===== config.mk =====
export PLATFORM = sky130hd
export DESIGN_NAME = morph_erosion3x3_flat
export DESIGN_NICKNAME = d
export VERILOG_FILES = /design/src/rtl/morph_pkg.sv /design/src/rtl/morph_erosion3x3_if.sv /design/src/rtl/morph_line_buffer.sv /design/src/rtl/morph_erosion3x3.sv /design/src/flat_wrapper.sv
export SDC_FILE = /design/constraint.sdc
export NUM_CORES = 1
export LEC_CHECK = 0
export BUFFER_PORTS_ARGS = -buffer_cell sky130_fd_sc_hd__buf_2
export CAP_MARGIN = 30
export CORE_ASPECT_RATIO = 2
export CORE_MARGIN = 5
export CORE_UTILIZATION = 66
export DETAILED_ROUTE_END_ITERATION = 16
export GPL_TIMING_DRIVEN = 1
export PLACE_DENSITY = 0.8
export SETUP_SLACK_MARGIN = 0.4
export SLEW_MARGIN = 0
export SYNTH_ARGS = -nofsm -noshare
export SYNTH_HDL_FRONTEND = slang
export SYNTH_SLANG_ARGS = --single-unit

===== constraint.sdc =====
create_clock -name iclk -period 31.3 [get_ports iclk]
set_clock_uncertainty 0.15 [all_clocks]
set_input_delay 0 -clock iclk [delete_from_list [all_inputs] [get_ports iclk]]
set_output_delay 0 -clock iclk [all_outputs]
set_load 0.005 [all_outputs]

===== src/rtl/morph_pkg.sv =====
// Shared definitions for the streaming 3x3 morphology stages (erosion and dilation).
// Latency: n/a (types, constants and a width helper only).
// Backpressure: n/a. Contents: FSM state codes, default frame size, counter widths.
package morph_pkg;

    localparam int DEF_WIDTH  = 320;
    localparam int DEF_HEIGHT = 240;

    // Width of a counter that must hold values 0..n-1 (never narrower than 1 bit).
    function automatic int cnt_w(input int n);
        return (n <= 2) ? 1 : $clog2(n);
    endfunction

    localparam int DEF_COL_W = cnt_w(DEF_WIDTH);
    localparam int DEF_ROW_W = cnt_w(DEF_HEIGHT);

    // Frame-sequencing states.
    typedef logic [1:0] state_t;
    localparam state_t ST_FILL  = 2'd0;
    localparam state_t ST_RUN   = 2'd1;
    localparam state_t ST_FLUSH = 2'd2;

endpackage


===== src/rtl/morph_erosion3x3_if.sv =====
// Pixel-stream bundle between a mask producer and a 3x3 morphology stage.
// Latency: n/a (wiring only).
// Backpressure: producer must hold off iDVAL while oBUSY is high; oERR flags violations.
// Ports: iDATA/iDVAL (mask in), oDATA/oDVAL (result out), oBUSY (flushing), oERR (sticky).
interface morph_erosion3x3_if;
    logic iDATA;
    logic iDVAL;
    logic oDATA;
    logic oDVAL;
    logic oBUSY;
    logic oERR;

    modport master (
        output iDATA, iDVAL,
        input  oDATA, oDVAL, oBUSY, oERR
    );

    modport slave (
        input  iDATA, iDVAL,
        output oDATA, oDVAL, oBUSY, oERR
    );
endinterface


===== src/rtl/morph_line_buffer.sv =====
// Two-tap 1-bit line buffer: outputs the bit accepted DEPTH and 2*DEPTH enables ago.
// Latency: taps reflect history up to the last enabled edge; no added pipeline stage.
// Backpressure: none; shifts only when en is high. Storage is deliberately not reset.
// Ports: clk, en (shift enable), din, tap_w (din delayed DEPTH), tap_2w (delayed 2*DEPTH).
module morph_line_buffer #(
    parameter int DEPTH = 320
) (
    input  logic clk,
    input  logic en,
    input  logic din,
    output logic tap_w,
    output logic tap_2w
);
    logic [2*DEPTH-1:0] sr;

    always_ff @(posedge clk) begin
        if (en) begin
            sr <= {sr[2*DEPTH-2:0], din};
        end
    end

    // Before the shift, sr[j] holds the bit accepted j+1 enables ago.
    assign tap_w  = sr[DEPTH-1];
    assign tap_2w = sr[2*DEPTH-1];
endmodule


===== src/rtl/morph_erosion3x3.sv =====
// 3x3 binary erosion of a raster-order mask stream; one output bit per input pixel.
// Latency: 1 cycle from accepting pixel k to emitting center k-(W+1); W+1 flush outputs at frame end.
// Backpressure: none downstream; oBUSY marks the flush, iDVAL then is dropped and sets sticky oERR.
// Ports: iclk, irst (async, active-high), bus (slave side of morph_erosion3x3_if).
// Build option: define ERODE_CROSS_EN for a plus-shaped element (corners ignored); default is 3x3 square.
module morph_erosion3x3
    import morph_pkg::*;
#(
    parameter int IMG_WIDTH  = DEF_WIDTH,
    parameter int IMG_HEIGHT = DEF_HEIGHT
) (
    input  logic              iclk,
    input  logic              irst,
    morph_erosion3x3_if.slave bus
);
    localparam int CW = cnt_w(IMG_WIDTH);
    localparam int RW = cnt_w(IMG_HEIGHT);
    localparam int FW = cnt_w(IMG_WIDTH + 1);

    state_t          state;
    logic [CW-1:0]   col;
    logic [RW-1:0]   row;
    logic [CW-1:0]   ccol;
    logic [RW-1:0]   crow;
    logic [CW-1:0]   ccol_nx;
    logic [RW-1:0]   crow_nx;
    logic [FW-1:0]   fcnt;
    // win[c][r]: c=0 left .. 2 right, r=2 top (2W tap) .. 0 bottom (live pixel).
    logic [2:0][2:0] win;
    logic            dval_q;
    logic            res_q;
    logic            busy_q;
    logic            err_q;
    logic            tap_w;
    logic            tap_2w;
    logic            accept;
    logic            last_px;
    logic            border;
    logic            emit;
    logic            win_and;

    assign accept  = bus.iDVAL && (state != ST_FLUSH);
    assign last_px = (row == RW'(IMG_HEIGHT - 1)) && (col == CW'(IMG_WIDTH - 1));
    assign emit    = ((state == ST_RUN) && accept) || (state == ST_FLUSH);

    // Border status comes from the center counters, so wrapped window
    // columns at line edges never leak into the result.
    assign border = (crow == '0) || (crow == RW'(IMG_HEIGHT - 1)) ||
                    (ccol == '0) || (ccol == CW'(IMG_WIDTH - 1));

    always_comb begin
        ccol_nx = ccol + 1'b1;
        crow_nx = crow;
        if (ccol == CW'(IMG_WIDTH - 1)) begin
            ccol_nx = '0;
            crow_nx = (crow == RW'(IMG_HEIGHT - 1)) ? '0 : crow + 1'b1;
        end
    end

    morph_line_buffer #(.DEPTH(IMG_WIDTH)) u_lbuf (
        .clk    (iclk),
        .en     (accept),
        .din    (bus.iDATA),
        .tap_w  (tap_w),
        .tap_2w (tap_2w)
    );

`ifdef ERODE_CROSS_EN
    assign win_and = win[1][2] & win[1][1] & win[1][0] & win[0][1] & win[2][1];
`else
    assign win_and = &win;
`endif

    always_ff @(posedge iclk or posedge irst) begin
        if (irst) begin
            state  <= ST_FILL;
            col    <= '0;
            row    <= '0;
            ccol   <= '0;
            crow   <= '0;
            fcnt   <= '0;
            win    <= '0;
            dval_q <= 1'b0;
            res_q  <= 1'b0;
            busy_q <= 1'b0;
            err_q  <= 1'b0;
        end else begin
            dval_q <= 1'b0;
            res_q  <= 1'b0;
            busy_q <= 1'b0;
            if (bus.iDVAL && (state == ST_FLUSH)) begin
                err_q <= 1'b1;
            end
            if (accept) begin
                win <= {{tap_2w, tap_w, bus.iDATA}, win[2], win[1]};
                if (col == CW'(IMG_WIDTH - 1)) begin
                    col <= '0;
                    row <= (row == RW'(IMG_HEIGHT - 1)) ? '0 : row + 1'b1;
                end else begin
                    col <= col + 1'b1;
                end
            end
            if (emit) begin
                dval_q <= 1'b1;
                ccol   <= ccol_nx;
                crow   <= crow_nx;
            end
            case (state)
                // Pixel k=W (row 1, col 0) is the last one that has no center yet.
                ST_FILL: begin
                    if (accept && (row == RW'(1)) && (col == '0)) begin
                        state <= ST_RUN;
                    end
                end
                ST_RUN: begin
                    if (accept) begin
                        res_q <= !border;
                        if (last_px) begin
                            state <= ST_FLUSH;
                            fcnt  <= '0;
                        end
                    end
                end
                // The remaining W+1 centers are all on the border, so emit zeros.
                ST_FLUSH: begin
                    busy_q <= 1'b1;
                    if (fcnt == FW'(IMG_WIDTH)) begin
                        state <= ST_FILL;
                        fcnt  <= '0;
                        ccol  <= '0;
                        crow  <= '0;
                    end else begin
                        fcnt <= fcnt + 1'b1;
                    end
                end
                default: state <= ST_FILL;
            endcase
        end
    end

    // Window is already centered after the accept edge; res_q gates border and idle cycles.
    assign bus.oDATA = res_q & win_and;
    assign bus.oDVAL = dval_q;
    assign bus.oBUSY = busy_q;
    assign bus.oERR  = err_q;
endmodule

===== src/flat_wrapper.sv =====
// flat-port wrapper written by rule: the top's interface ports become plain ports
module morph_erosion3x3_flat import morph_pkg::*;
#(
    parameter int IMG_WIDTH  = DEF_WIDTH,
    parameter int IMG_HEIGHT = DEF_HEIGHT
)
  (iclk, irst, bus_iDATA, bus_iDVAL, bus_oDATA, bus_oDVAL, bus_oBUSY, bus_oERR);
  morph_erosion3x3_if bus_i ();
  input  logic iclk;
  input  logic irst;
  input wire logic [$bits(bus_i.iDATA)-1:0] bus_iDATA;
  input wire logic [$bits(bus_i.iDVAL)-1:0] bus_iDVAL;
  output wire logic [$bits(bus_i.oDATA)-1:0] bus_oDATA;
  output wire logic [$bits(bus_i.oDVAL)-1:0] bus_oDVAL;
  output wire logic [$bits(bus_i.oBUSY)-1:0] bus_oBUSY;
  output wire logic [$bits(bus_i.oERR)-1:0] bus_oERR;
  assign bus_i.iDATA = bus_iDATA;
  assign bus_i.iDVAL = bus_iDVAL;
  assign bus_oDATA = bus_i.oDATA;
  assign bus_oDVAL = bus_i.oDVAL;
  assign bus_oBUSY = bus_i.oBUSY;
  assign bus_oERR = bus_i.oERR;
  morph_erosion3x3 #(.IMG_WIDTH(IMG_WIDTH), .IMG_HEIGHT(IMG_HEIGHT)) u_core (.iclk(iclk), .irst(irst), .bus(bus_i));
endmodule

==> results.json <==
{
  "status": "completed",
  "power_w": 0.00173,
  "grt_pass1_vias": 8999,
  "clk_pin_slew_ns": 0.07,
  "synth_top_area_share_pct": 86.3,
  "arrival_ns": 4.67,
  "cp_cell_sequence": "inv_1 > ha_1 > nand2b_1 > inv_8 > buf_4 > buf_4 > buf_4",
  "tightestPinTransition_ns": 0.916,
  "grt_max_degree": 158,
  "wirelength_mm": 34.6,
  "pwr-share-comb_pct": 0.2,
  "final_hold_viol_count": 0,
  "crit_top_cell": "buf_4",
  "synth-seq-cells": 698,
  "worst-path-stages": 7,
  "switching_share_pct": 18.9,
  "crit_fanout": 79,
  "cpPeakStageDelay_ns": 0.83,
  "drive_gt1_share_pct": 9.90,
  "irDropWorstVdd_uv": 75.6,
  "p_clk_share_pct": 41.9,
  "postCtsSetupBuffers": 0,
  "crit_path_end_kind": "register",
  "syn_area_per_cell_um2": 22.8,
  "grt_antenna_before_repair": 0,
  "die_h_um": 270,
  "powerDensity_nw_per_um2": 69.6,
  "syn_to_final_growth_pct": 11.7,
  "ys.flop_type": "edfxtp_1",
  "postRouteAntennaNets": 0,
  "ctsHtreeMaxLevel": 2,
  "path_class": "register to register",
  "p_switching_w": 0.000327,
  "yosysSeqAreaShare_pct": 92.8,
  "place.gp.congestion": 0.785,
  "layout_commonest_cell": "edfxtp_1",
  "finalNetCount": 1062,
  "first_iter_violations": 797,
  "num_vias": 8819,
  "cts_tree": "yes",
  "synth_edf_count": 640,
  "synth_area_um2": 22300,
  "seq_power_share_pct": 57.9,
  "postSynthCellCount": 975,
  "ys_warn_count": 0,
  "cts.sinks": 698,
  "drc": 0,
  "synth.distinct_cells": 47,
  "maxCapViolations": 0,
  "slew_violations": 0,
  "grt_pass1_wl_mm": 53.0,
  "placed_cell_area_um2": 22900,
  "wire_per_inst_um": 22.7,
  "clkLatencyLatePin_ns": 0.59,
  "finalCritPeriodShare_pct": 14.7,
  "start_util_pct": 66.4,
  "dp_hpwl_mm": 13.7,
  "final_cell_area_um2": 24900,
  "maxSlewHeadroom_pct": 38.9,
  "via_per_inst": 5.78,
  "grt_usage_pct": 18.2,
  "tns_ns": 0,
  "num_rows": 95,
  "gr-total-overflow": 0,
  "syn_nets": 992,
  "p_int_w": 0.00140,
  "r2r_cells": 7,
  "ios": 8,
  "async_reset_ff_share_pct": 8.31,
  "fmax_ghz": 0.217,
  "hold_class": "input pin to asynchronous set/reset pin",
  "io_buffers": 7,
  "startpoint_type": "register",
  "slowest_stage": "buf_4",
  "dr.pass1.iters": 5,
  "setup_viol": 0,
  "nFillCells": 1799,
  "cp.required_ns": 31.35,
  "mostFrequentLayoutCells": "edfxtp_1, dfrtp_1, nand2_1, clkbuf_16, o21ai_0",
  "crit_buf_inv": 5,
  "ys_top_cells_by_area": "edfxtp_1, dfrtp_1, nand2_1, ha_1, o21ai_0",
  "die_area_um2": 37700,
  "ctsRootBufferMaster": "clkbuf_16",
  "p_leak_nw": 8.16,
  "numCtsBuffers": 54,
  "antennaDiodeCount": 0,
  "core_um2": 33500,
  "dieWidth_um": 140,
  "grt_setup_unrepaired": "no",
  "yosysTopAreaCell": "edfxtp_1",
  "crit_family": "buffers and inverters",
  "clockBufferDepth": 3,
  "timing.final.crit_period_ns": 4.62
}
-- sequential cells by signal, summed over array words and instances, names as in the netlist --
register,count
u_core.col,9
u_core.win,9
u_core.u_lbuf.sr,640
u_core.bus.oBUSY,1
u_core.ccol,9
u_core.row,8
u_core.bus.oDVAL,1
u_core.fcnt,9
u_core.bus.oERR,1
u_core.crow,8
u_core.state,2
u_core.res_q,1
-- per-layer routing --
metal / share of wire, % / global-route usage [%] / vias up / wire [um]
li1: - / - / 3928 / -
met1: 43 / 26.3 / 4586 / 14900
met2: 50 / 29.6 / 247 / 17400
met3: 4.4 / 3.05 / 58 / 1530
met4: 2.2 / 5.26 / 0 / 764
met5: 0 / 0 / - / 0
-- repair_timing --
action	4_1_cts	5_1_grt
resized for setup	0	0
endpoints found under the setup margin	0	0
hold buffers	5	0
hold endpoints to repair	78	0
-- logic make-up (layout without fill, tap and decap cells) --
| logic type | after synthesis | after routing | synth area share [%] |
|---|---|---|---|
| AND/OR/NAND/NOR | 158 | 158 | 3.68 |
| flip-flops | 698 | 698 | 92.8 |
| AO/OA/AOI/OAI | 63 | 63 | 1.71 |
| XOR/XNOR | 13 | 13 | 0.511 |
| buffers and inverters | 30 | 146 | 0.539 |
| adder cells (fa/ha/maj) | 13 | 13 | 0.731 |
-- final cells by class --
type,instances,area (um2),share of cell area (%)
clock buffer,73,1470,5.93
clock inverter,29,383,1.54
inverter,21,86.3,0.347
multi-input combinational,247,1480,5.94
sequential,698,20700,83.1
tap,436,546,2.19
timing repair buffer,23,228,0.916
-- power groups by stage --
stage,clock (W),combinational [W],sequential (W)
finish,0.000725,0.00000298,0.00100
global route,0.000787,0.00000340,0.00100
floorplan,0,0.00000153,0.00102
CTS,0.000743,0.00000300,0.00100
detailed placement,0,0.00000250,0.00102
global placement,0,0.00000243,0.00102
-- worst min-delay path: cells and delay by family --
family                 cells  cell delay (ns)
buffers and inverters      4             1.30
-- per-stage QoR --
| step | util, % | setup WS [ns] | hold slack (ns) | cells |
|---|---|---|---|---|
| 4_1_cts | 74.1 | 26.56 | 0.0182 | 1526 |
| 6_report | 74.2 | 26.68 | 0.0463 | 1527 |
| 3_3_place_gp | 68.2 | 26.04 | 0.0565 | 1417 |
| 5_1_grt | 74.2 | 26.40 | 0.0977 | 1527 |
| 2_1_floorplan | - | 11.56 | -0.0511 | 975 |
| 3_5_place_dp | 68.4 | 26.58 | 0.0534 | 1419 |
-- path summary, 6_finish.rpt --
check,startpoint,endpoint,slack [ns]
max,u_core.state[0],u_core.u_lbuf.sr[507],26.68
min,irst,u_core.crow[6],0.05
max reg2reg,u_core.state[0],u_core.u_lbuf.sr[507],26.68
min reg2reg,u_core.u_lbuf.sr[224],u_core.u_lbuf.sr[225],0.26
max in group asynchronous,irst,u_core.row[0],30.46
min in group iclk,bus_iDVAL,u_core.bus.oERR,0.06
-- synth_stat cells (8+ instances only) --
library cell and n:
ha_1 13, a21oi_1 15, and3_1 8, xor2_1 9, edfxtp_1 640, nand4_1 11
nand2_1 57, dfrtp_1 58, o21ai_0 25, inv_1 20, nand3_1 14, nor2_1 24
Power figures use the tool's default switching activity.
